`config.mk`:
```
export PLATFORM = sky130hd
export DESIGN_NAME = vppm_tx_modulator_flat
export DESIGN_NICKNAME = d
export VERILOG_FILES = /design/src/rtl/vppm_pkg.sv /design/src/rtl/vppm_tx_modulator_if.sv /design/src/rtl/vppm_symbol_gen.sv /design/src/rtl/vppm_tx_modulator.sv /design/src/flat_wrapper.sv
export SDC_FILE = /design/constraint.sdc
export NUM_CORES = 1
export LEC_CHECK = 0
export ABC_CLOCK_PERIOD_IN_PS = 9100
export CAP_MARGIN = 20
export CELL_PAD_IN_SITES_DETAIL_PLACEMENT = 0
export CELL_PAD_IN_SITES_GLOBAL_PLACEMENT = 1
export CORE_MARGIN = 5
export CORE_UTILIZATION = 25
export DETAILED_ROUTE_END_ITERATION = 6
export PLACE_DENSITY = 0.63
export SLEW_MARGIN = 0
export SYNTH_ARGS = -nofsm -noshare
export SYNTH_HDL_FRONTEND = slang
export SYNTH_SLANG_ARGS = --single-unit
```
`constraint.sdc`:
```
create_clock -name clk -period 9.1 [get_ports clk]
set_input_delay 1.365 -clock clk [delete_from_list [all_inputs] [get_ports clk]]
set_output_delay 1.365 -clock clk [all_outputs]
set_load 0.1 [all_outputs]
```
`src/rtl/vppm_pkg.sv`:
```
// vppm_pkg: shared state type, preamble constants and pulse-width clamp for the VPPM transmitter.
package vppm_pkg;
    typedef enum logic [1:0] {IDLE, PREAMBLE, SYMBOL} state_t;

    localparam logic [7:0] PREAMBLE_PATTERN = 8'hAA;
    localparam int PREAMBLE_LEN = 8;

    // Width must leave at least one low cycle and one high cycle per symbol.
    function automatic int unsigned clamp_w(int unsigned duty, int unsigned clk_per_sym);
        return duty == 0 ? 1 : (duty >= clk_per_sym ? clk_per_sym - 1 : duty);
    endfunction
endpackage

```
`src/rtl/vppm_tx_modulator_if.sv`:
```
// vppm_tx_modulator_if: word handshake plus per-word duty into the VPPM transmitter.
interface vppm_tx_modulator_if #(
    parameter int DATA_W = 8,
    parameter int DUTY_W = 8
);
    logic [DATA_W-1:0] tx_data;
    logic              tx_valid;
    logic              tx_ready;
    logic [DUTY_W-1:0] duty;

    modport master (output tx_data, tx_valid, duty, input tx_ready);
    modport slave  (input tx_data, tx_valid, duty, output tx_ready);
endinterface

```
`src/rtl/vppm_symbol_gen.sv`:
```
// vppm_symbol_gen: pulse level for one symbol cycle; a 0 pulses at the start, a 1 at the end.
module vppm_symbol_gen #(
    parameter int CLK_PER_SYM = 100,
    localparam int CW = $clog2(CLK_PER_SYM)
) (
    input  logic [CW-1:0] cnt,
    input  logic [CW-1:0] w,
    input  logic          data_bit,
    output logic          level
);
    // One extra bit so CLK_PER_SYM itself is representable when it is a power of two.
    always_comb level = data_bit ? ({1'b0, cnt} >= (CW+1)'(CLK_PER_SYM) - {1'b0, w}) : (cnt < w);
endmodule

```
`src/rtl/vppm_tx_modulator.sv`:
```
// vppm_tx_modulator: serialises words MSB first into VPPM symbols on a registered LED drive.
// Define VPPM_PREAMBLE_EN to prefix every frame started from idle with the preamble pattern.
module vppm_tx_modulator
    import vppm_pkg::*;
#(
    parameter int CLK_PER_SYM = 100,
    parameter int DATA_W = 8,
    parameter int DUTY_W = 8
) (
    input  logic              clk,
    input  logic              rst_n,
    vppm_tx_modulator_if.slave tx,
    output logic              vppm_out,
    output logic              busy,
    output logic              sym_start,
    output logic              frame_done
);
    localparam int CW = $clog2(CLK_PER_SYM);
    localparam int NMAX = DATA_W > PREAMBLE_LEN ? DATA_W : PREAMBLE_LEN;
    localparam int IW = $clog2(NMAX);
    localparam logic [CW-1:0] LAST = CW'(CLK_PER_SYM - 1);

    state_t            state, nxt_state;
    logic [CW-1:0]     cnt, nxt_cnt, w, nxt_w;
    logic [IW-1:0]     idx, nxt_idx;
    logic [DATA_W-1:0] sh, nxt_sh;
    logic [DUTY_W-1:0] duty_in;
    logic              nxt_bit, level, accept, last_cyc, word_end;
`ifdef VPPM_PREAMBLE_EN
    logic [PREAMBLE_LEN-1:0] pre, nxt_pre;
`endif

    assign duty_in     = tx.duty;
    assign last_cyc    = cnt == LAST;
    assign word_end    = state == SYMBOL && last_cyc && idx == IW'(DATA_W - 1);
    assign tx.tx_ready = state == IDLE || word_end;
    assign accept      = tx.tx_valid && tx.tx_ready;
    assign busy        = state != IDLE;
    assign sym_start   = busy && cnt == '0;
    assign frame_done  = word_end;

    always_comb begin
        nxt_state = state;
        nxt_cnt   = last_cyc ? '0 : cnt + 1'b1;
        nxt_idx   = idx;
        nxt_sh    = sh;
        nxt_w     = w;
`ifdef VPPM_PREAMBLE_EN
        nxt_pre   = pre;
`endif
        if (accept) begin
            nxt_state = SYMBOL;
            nxt_cnt   = '0;
            nxt_idx   = '0;
            nxt_sh    = tx.tx_data;
            nxt_w     = CW'(clamp_w(32'(duty_in), CLK_PER_SYM));
`ifdef VPPM_PREAMBLE_EN
            if (state == IDLE) begin
                nxt_state = PREAMBLE;
                nxt_pre   = PREAMBLE_PATTERN;
            end
`endif
        end else if (state == IDLE) begin
            nxt_cnt = '0;
        end else if (last_cyc) begin
            nxt_idx = idx + 1'b1;
            if (state == SYMBOL) begin
                nxt_sh = sh << 1;
                if (word_end) nxt_state = IDLE;
            end
`ifdef VPPM_PREAMBLE_EN
            else begin
                nxt_pre = pre << 1;
                if (idx == IW'(PREAMBLE_LEN - 1)) begin
                    nxt_state = SYMBOL;
                    nxt_idx   = '0;
                end
            end
`endif
        end
    end

`ifdef VPPM_PREAMBLE_EN
    assign nxt_bit = nxt_state == PREAMBLE ? nxt_pre[PREAMBLE_LEN-1] : nxt_sh[DATA_W-1];
`else
    assign nxt_bit = nxt_sh[DATA_W-1];
`endif

    // Evaluated on the next-state values so the registered drive lines up with cnt.
    vppm_symbol_gen #(.CLK_PER_SYM(CLK_PER_SYM)) u_gen (
        .cnt(nxt_cnt),
        .w(nxt_w),
        .data_bit(nxt_bit),
        .level(level)
    );

    always_ff @(posedge clk or negedge rst_n) begin
        if (!rst_n) begin
            state    <= IDLE;
            cnt      <= '0;
            idx      <= '0;
            sh       <= '0;
            w        <= '0;
            vppm_out <= 1'b0;
`ifdef VPPM_PREAMBLE_EN
            pre      <= '0;
`endif
        end else begin
            state    <= nxt_state;
            cnt      <= nxt_cnt;
            idx      <= nxt_idx;
            sh       <= nxt_sh;
            w        <= nxt_w;
            vppm_out <= nxt_state != IDLE && level;
`ifdef VPPM_PREAMBLE_EN
            pre      <= nxt_pre;
`endif
        end
    end
endmodule
```
`src/flat_wrapper.sv`:
```
// flat-port wrapper written by rule: the top's interface ports become plain ports
module vppm_tx_modulator_flat import vppm_pkg::*;
#(
    parameter int CLK_PER_SYM = 100,
    parameter int DATA_W = 8,
    parameter int DUTY_W = 8
)
  (clk, rst_n, vppm_out, busy, sym_start, frame_done, tx_tx_data, tx_tx_valid, tx_duty, tx_tx_ready);
  vppm_tx_modulator_if #(.DATA_W(DATA_W), .DUTY_W(DUTY_W)) tx_i ();
  input  logic clk;
  input  logic rst_n;
  output logic vppm_out;
  output logic busy;
  output logic sym_start;
  output logic frame_done;
  input wire logic [$bits(tx_i.tx_data)-1:0] tx_tx_data;
  input wire logic [$bits(tx_i.tx_valid)-1:0] tx_tx_valid;
  input wire logic [$bits(tx_i.duty)-1:0] tx_duty;
  output wire logic [$bits(tx_i.tx_ready)-1:0] tx_tx_ready;
  assign tx_i.tx_data = tx_tx_data;
  assign tx_i.tx_valid = tx_tx_valid;
  assign tx_i.duty = tx_duty;
  assign tx_tx_ready = tx_i.tx_ready;
  vppm_tx_modulator #(.CLK_PER_SYM(CLK_PER_SYM), .DATA_W(DATA_W), .DUTY_W(DUTY_W)) u_core (.clk(clk), .rst_n(rst_n), .tx(tx_i), .vppm_out(vppm_out), .busy(busy), .sym_start(sym_start), .frame_done(frame_done));
endmodule
```
# ---- Word-level counts from Yosys, hierarchy flattened
# Cells that the tools add are included.
dict set report totals {
  register_bits 28
  input_bits 19
  out_inout_bits 5
  wordCells 51
}
dict set report op_classes {
  n_addsub 3
  n_lt_le_gt_ge 3
  n_eq_ne 4
  n_mux 19
  reduce_logical 15
}
# operator n
set ops {}
lappend ops {{2-to-1 mux 7 bit} 6}
lappend ops {{2-to-1 mux 8 bit} 4}
lappend ops {{2-to-1 mux 2 bit} 5}
lappend ops {{2-to-1 mux 3 bit} 3}
lappend ops {{>= comparator 7 x 8 -> 1 bit} 1}
lappend ops {{>= comparator 8 x 7 -> 1 bit (second input constant)} 1}
lappend ops {{logical NOT 8 bit} 1}
lappend ops {{nonzero test 2 bit} 4}
lappend ops {{subtractor 7 x 7 -> 8 bit (first input constant)} 1}
lappend ops {{adder 7 x 1 -> 7 bit (second input constant)} 1}
lappend ops {{equality test 7 bit (second input constant)} 1}
lappend ops {{logical NOT 7 bit} 1}
lappend ops {{< comparator 7 bit} 1}
lappend ops {{logical AND 1 bit} 5}
lappend ops {{adder 3 x 1 -> 3 bit (second input constant)} 1}
lappend ops {{equality test 3 bit (second input constant)} 1}
lappend ops {{AND reduction 3 bit} 1}
lappend ops {{equality test 2 bit (second input constant)} 1}
lappend ops {{logical NOT 2 bit} 1}
lappend ops {{!= test 2 x 1 -> 1 bit (second input constant)} 1}
lappend ops {{AND reduction 2 bit} 1}
lappend ops {{logical OR 1 bit} 1}
lappend ops {{2-to-1 mux 1 bit} 1}

# ---- Longest topological paths before layout
dict set report depth {
  ltp_word 10
  depth_mapped 18
  depth_no_buf 17
}

# ---- Hierarchy
# A second synthesis with hierarchy kept.
dict set report hier_totals {
  hier_cells 187
  area_unflattened_um2 1773.0
}
# module n_inst cells_each area_each_um2 seq_area_each_um2
set modules_own_cells {}
lappend modules_own_cells {vppm_tx_modulator 1 135 1340.0 700.7}
lappend modules_own_cells {vppm_symbol_gen 1 52 432.9 0.0}

# ---- Worst setup path after synthesis
# No wires, ideal clock.
dict set report synth_path {
  path_kind {input port to flip-flop}
  start {input tx_tx_valid}
  end {register u_core.vppm_out}
  setup_time_ps 94
  arrival_time_ps 3596
  t_required_ps 9006
  setup_slack_ps 5410
  stages 14
  n_path_buf 1
  path_cell_list {nand2b_1 > nor2_1 > buf_2 > nor2_1 > a21o_1 > ha_1 > o21bai_1 > a21bo_4 > xnor2_1 > ha_1 > nand2_1 > a21oi_1 > o21ai_2 > a221oi_2}
}
dict set report synth_via {
  elab_chain_cells 6
  word_cells_on_any_way 11
  classes_between {1 x add/sub; 2 x order compare; 5 x mux; 3 x reduce/logical}
}
# item line_no
set synth_rtl {}
lappend synth_rtl {{start: declaration} flat_wrapper.sv:17} ;# input wire logic [$bits(tx_i.tx_valid)-1:0] tx_tx_valid;
lappend synth_rtl {{logical AND 1 bit *} vppm_tx_modulator.sv:37} ;# assign accept = tx.tx_valid && tx.tx_ready;
lappend synth_rtl {{2-to-1 mux 7 bit} vppm_tx_modulator.sv:51} ;# if (accept) begin
lappend synth_rtl {{subtractor 7 x 7 -> 8 bit} vppm_symbol_gen.sv:12} ;# always_comb level = data_bit ? ({1'b0, cnt} >= (CW+1)'(CLK_PER_SYM) - {1'b0, w}) : (cnt < w);
lappend synth_rtl {{>= comparator 7 x 8 -> 1 bit} vppm_symbol_gen.sv:12}
lappend synth_rtl {{2-to-1 mux 1 bit} vppm_symbol_gen.sv:12}
lappend synth_rtl {{logical AND 1 bit *} vppm_tx_modulator.sv:114} ;# vppm_out <= nxt_state != IDLE && level;
lappend synth_rtl {{end signal: assignment} vppm_tx_modulator.sv:114}
lappend synth_rtl {{end: declaration} vppm_tx_modulator.sv:13} ;# output logic vppm_out,
# Mark *: on every way between the ends. The rest lies on a longest branch, timed or not.
# A chain may end at the register's enable or synchronous reset.

# ---- Worst setup path in the final report
dict set report layout_path {
  start {register u_core.cnt[4]}
  end {output frame_done}
}
dict set report layout_via {
  elab_chain_cells 3
}
# item line_no
set layout_rtl {}
lappend layout_rtl {{start: declaration} vppm_tx_modulator.sv:24} ;# logic [CW-1:0] cnt, nxt_cnt, w, nxt_w;
lappend layout_rtl {{start signal: assignment} vppm_tx_modulator.sv:110} ;# cnt <= nxt_cnt;
lappend layout_rtl {{equality test 7 bit} vppm_tx_modulator.sv:34} ;# assign last_cyc = cnt == LAST;
lappend layout_rtl {{logical AND 1 bit (2 in series)} vppm_tx_modulator.sv:35} ;# assign word_end = state == SYMBOL && last_cyc && idx == IW'(DATA_W - 1);
lappend layout_rtl {{end: declaration} flat_wrapper.sv:15} ;# output logic frame_done;
# No other way between the ends.

==> impl_metrics.yaml <==
status:
  status: "finished clean"
job:
  max-cap-violations: 0
yosys:
  ys_seq_elements: 28
  synth_flop_cell: "dfrtp_1"
  synth.avg_cell_area_um2: 9.22
  synth_area_leaders: "dfrtp_1, ha_1, nand2_1"
  yosys-mux-area-fraction_pct: 1.64
  synth_top_area_share_pct: 38.2
  synth-simple-area-share_pct: 20.0
  yosysTopAreaCell: "dfrtp_1"
  synthCells: 199
  synth_cell_types: 44
  synth_top_family_by_area: "simple AND/OR/NAND/NOR gates"
  ys_seq_area_share_pct: 38.2
  syn_area_um2: 1840
  synth_warnings: 0
  syn-num-nets: 236
  synth_xor_area_share_pct: 5.25
  synth_edf_count: 0
  synthAdderAreaFrac_pct: 12.3
  synth-async-reset-ratio_pct: 100
  synth_compound_area_share_pct: 17.4
placement:
  dp_worst_setup_slack_ns: 4.70
  io_buffers: 23
  routabilityCongestion: 0.766
  hpwl_mm: 3.40
detailed_routing:
  ant_nets: 0
  dr.first_iter.drc_count: 29
  num_vias: 1469
  drc: 0
  wire_per_inst_um: 13.0
  first_pass_iters: 4
  post_drt_via_cell_ratio: 4.55
  drt_wl_total_mm: 4.20
worst_setup_path:
  cp-end-kind: "output pin"
  arrival_ns: 3.03
  crit_path_top_delay_cell: "clkdlybuf4s50_1"
  critPathMaxFanout: 8
  critPathBufInv: 1
  startpoint_type: "flop"
  r2r_cells: 14
  crit_cells: 4
  critPathMaxStageDelay_ns: 1.13
  cp_cell_sequence: "or4b_4 -> nor4_4 -> and2_2 -> clkdlybuf4s50_1"
  setup.worst_path.class: "flop to output pin"
  crit_family: "simple AND/OR/NAND/NOR gates"
  cp.required_ns: 7.74
timing:
  finalWorstSetupSlack_ns: 4.71
  finalSetupTns_ns: 0
  fin_skew_ns: 0.00189
  setup-violations-final: 0
  hold_viol_final: 0
  slew_viol_final: 0
  fmax_mhz: 228
  tightest_slew_ns: 0.990
  rsz0062_at_grt: "false"
  maxSlewHeadroom_pct: 33.8
  post-route-min-period_ns: 4.39
  fin_hold_ws_ns: 0.532
  finalCritPeriodShare_pct: 48.3
grt:
  grt_pass1_vias: 1427
  antenna_found_initial: 0
  grt_pass1_wl_mm: 7.09
  track_usage_pct: 9.87
  overflow: 0
  grt_max_degree: 29
clock_tree:
  cts_sinks: 28
  hold_buffers: 0
  postCtsSetupBuffers: 0
  clk_path_buf_depth: 2
  numCtsBuffers: 3
  cts_resized: 0
  cts_tree: "yes"
  h-tree-depth: 1
  root_buffer: "clkbuf_8"
  clk_pin_slew_ns: 0.09
  clkLatencyLatePin_ns: 0.27
die:
  dieArea_um2: 9160
  io_pins: 24
  rows: 31
  coreArea_um2: 7210
  initial_core_util_pct: 25.4
  die_h_um: 95.7
  die_w_um: 95.7
final_layout:
  syn_to_final_growth_pct: 21.9
  final_nets: 262
  layout_commonest_cell: "dfrtp_1"
  final_util_pct: 31.0
  n_antenna_cell: 0
  layout_common_cells: "dfrtp_1, nand2_1, clkdlybuf4s50_1, inv_1"
  drive_gt1_share_pct: 6.25
pwr:
  power_leakage_nw: 0.987
  power_uw: 247
  power.density_nw_per_um2: 110
  irDropWorstVdd_mv: 0.0363
min_path:
  hold-path-cell-count: 2
  hold_class: "flop to flop"
## synthesized netlist by cell type, types with 2 or more instances
| library cell | n |
|---|---|
| o221ai_1 | 6 |
| a21boi_0 | 2 |
| a21oi_1 | 6 |
| mux2i_1 | 3 |
| dfrtp_1 | 28 |
| nor2_1 | 18 |
| and3_1 | 4 |
| a21o_1 | 3 |
| o2111ai_1 | 2 |
| ha_1 | 18 |
| xor2_1 | 3 |
| nor2b_1 | 2 |
| o21ai_0 | 8 |
| nand3_1 | 4 |
| nand4_1 | 2 |
| inv_1 | 20 |
| nand2b_1 | 3 |
| xnor2_1 | 8 |
| nand2_1 | 27 |
| buf_2 | 2 |
| nor3_1 | 7 |
## metrics by stage
stage	cells	instance area [µm²]
after global routing	323	2240
after CTS	323	2240
after floorplan	199	1840
after global placement	319	2180
after detailed placement	319	2180
final	323	2240
## layout make-up
cell class	count	area (µm²)
clock buffers	4	55.1
fillers	781	4980
inverters	20	75.1
multi-input cells	147	1040
flip-flops and latches	28	701
well taps	99	124
repair buffers	25	245
## path summary, 6_finish.rpt
path                                         startpoint                         to  slack [ns]
max in group asynchronous                         rst_n      u_core.w[1]$_DFF_PN0_        7.36
worst max register to register  u_core.cnt[4]$_DFF_PN0_  u_core.vppm_out$_DFF_PN0_        5.64
worst min-delay path              u_core.w[0]$_DFF_PN0_      u_core.w[0]$_DFF_PN0_        0.53
min in group asynchronous                         rst_n  u_core.idx[0]$_DFFE_PN0P_        1.47
worst min register to register    u_core.w[0]$_DFF_PN0_      u_core.w[0]$_DFF_PN0_        0.53
worst max-delay path            u_core.cnt[4]$_DFF_PN0_                 frame_done        4.71
## kinds of logic after synthesis
logic type                 after synthesis
xor gates and xnor gates                11
muxes                                    3
buffers and inverters                   24
DFF                                     28
and+or+nand+nor                         74
AOI/OAI and AO/OA                       41
adders and majority gates               18
## flip-flops by register name, indices dropped and copies added, names as in the netlist
signal,cells
u_core.sh,8
u_core.cnt,7
u_core.w,7
u_core.idx,3
u_core.state,2
u_core.vppm_out,1
## worst min-delay path, stage by stage (launching register included)
cell     delay (ns)
dfrtp_1        0.35
nand2_1        0.05
nand2_1        0.09
## power by group
part           total, mW  switching (mW)  internal (mW)
registers          0.129         0.00133          0.127
clock network     0.0767          0.0379         0.0387
logic             0.0413          0.0220         0.0194
## per-layer routing
layer	vias up	part of all wire (%)	global-route usage, %
met3	4	3.4	1.10
met2	18	49	17.1
met1	693	46	12.8
met4	0	0.86	2.84
met5	-	0	0
li1	754	-	-
(Power assumes the default switching activity.)
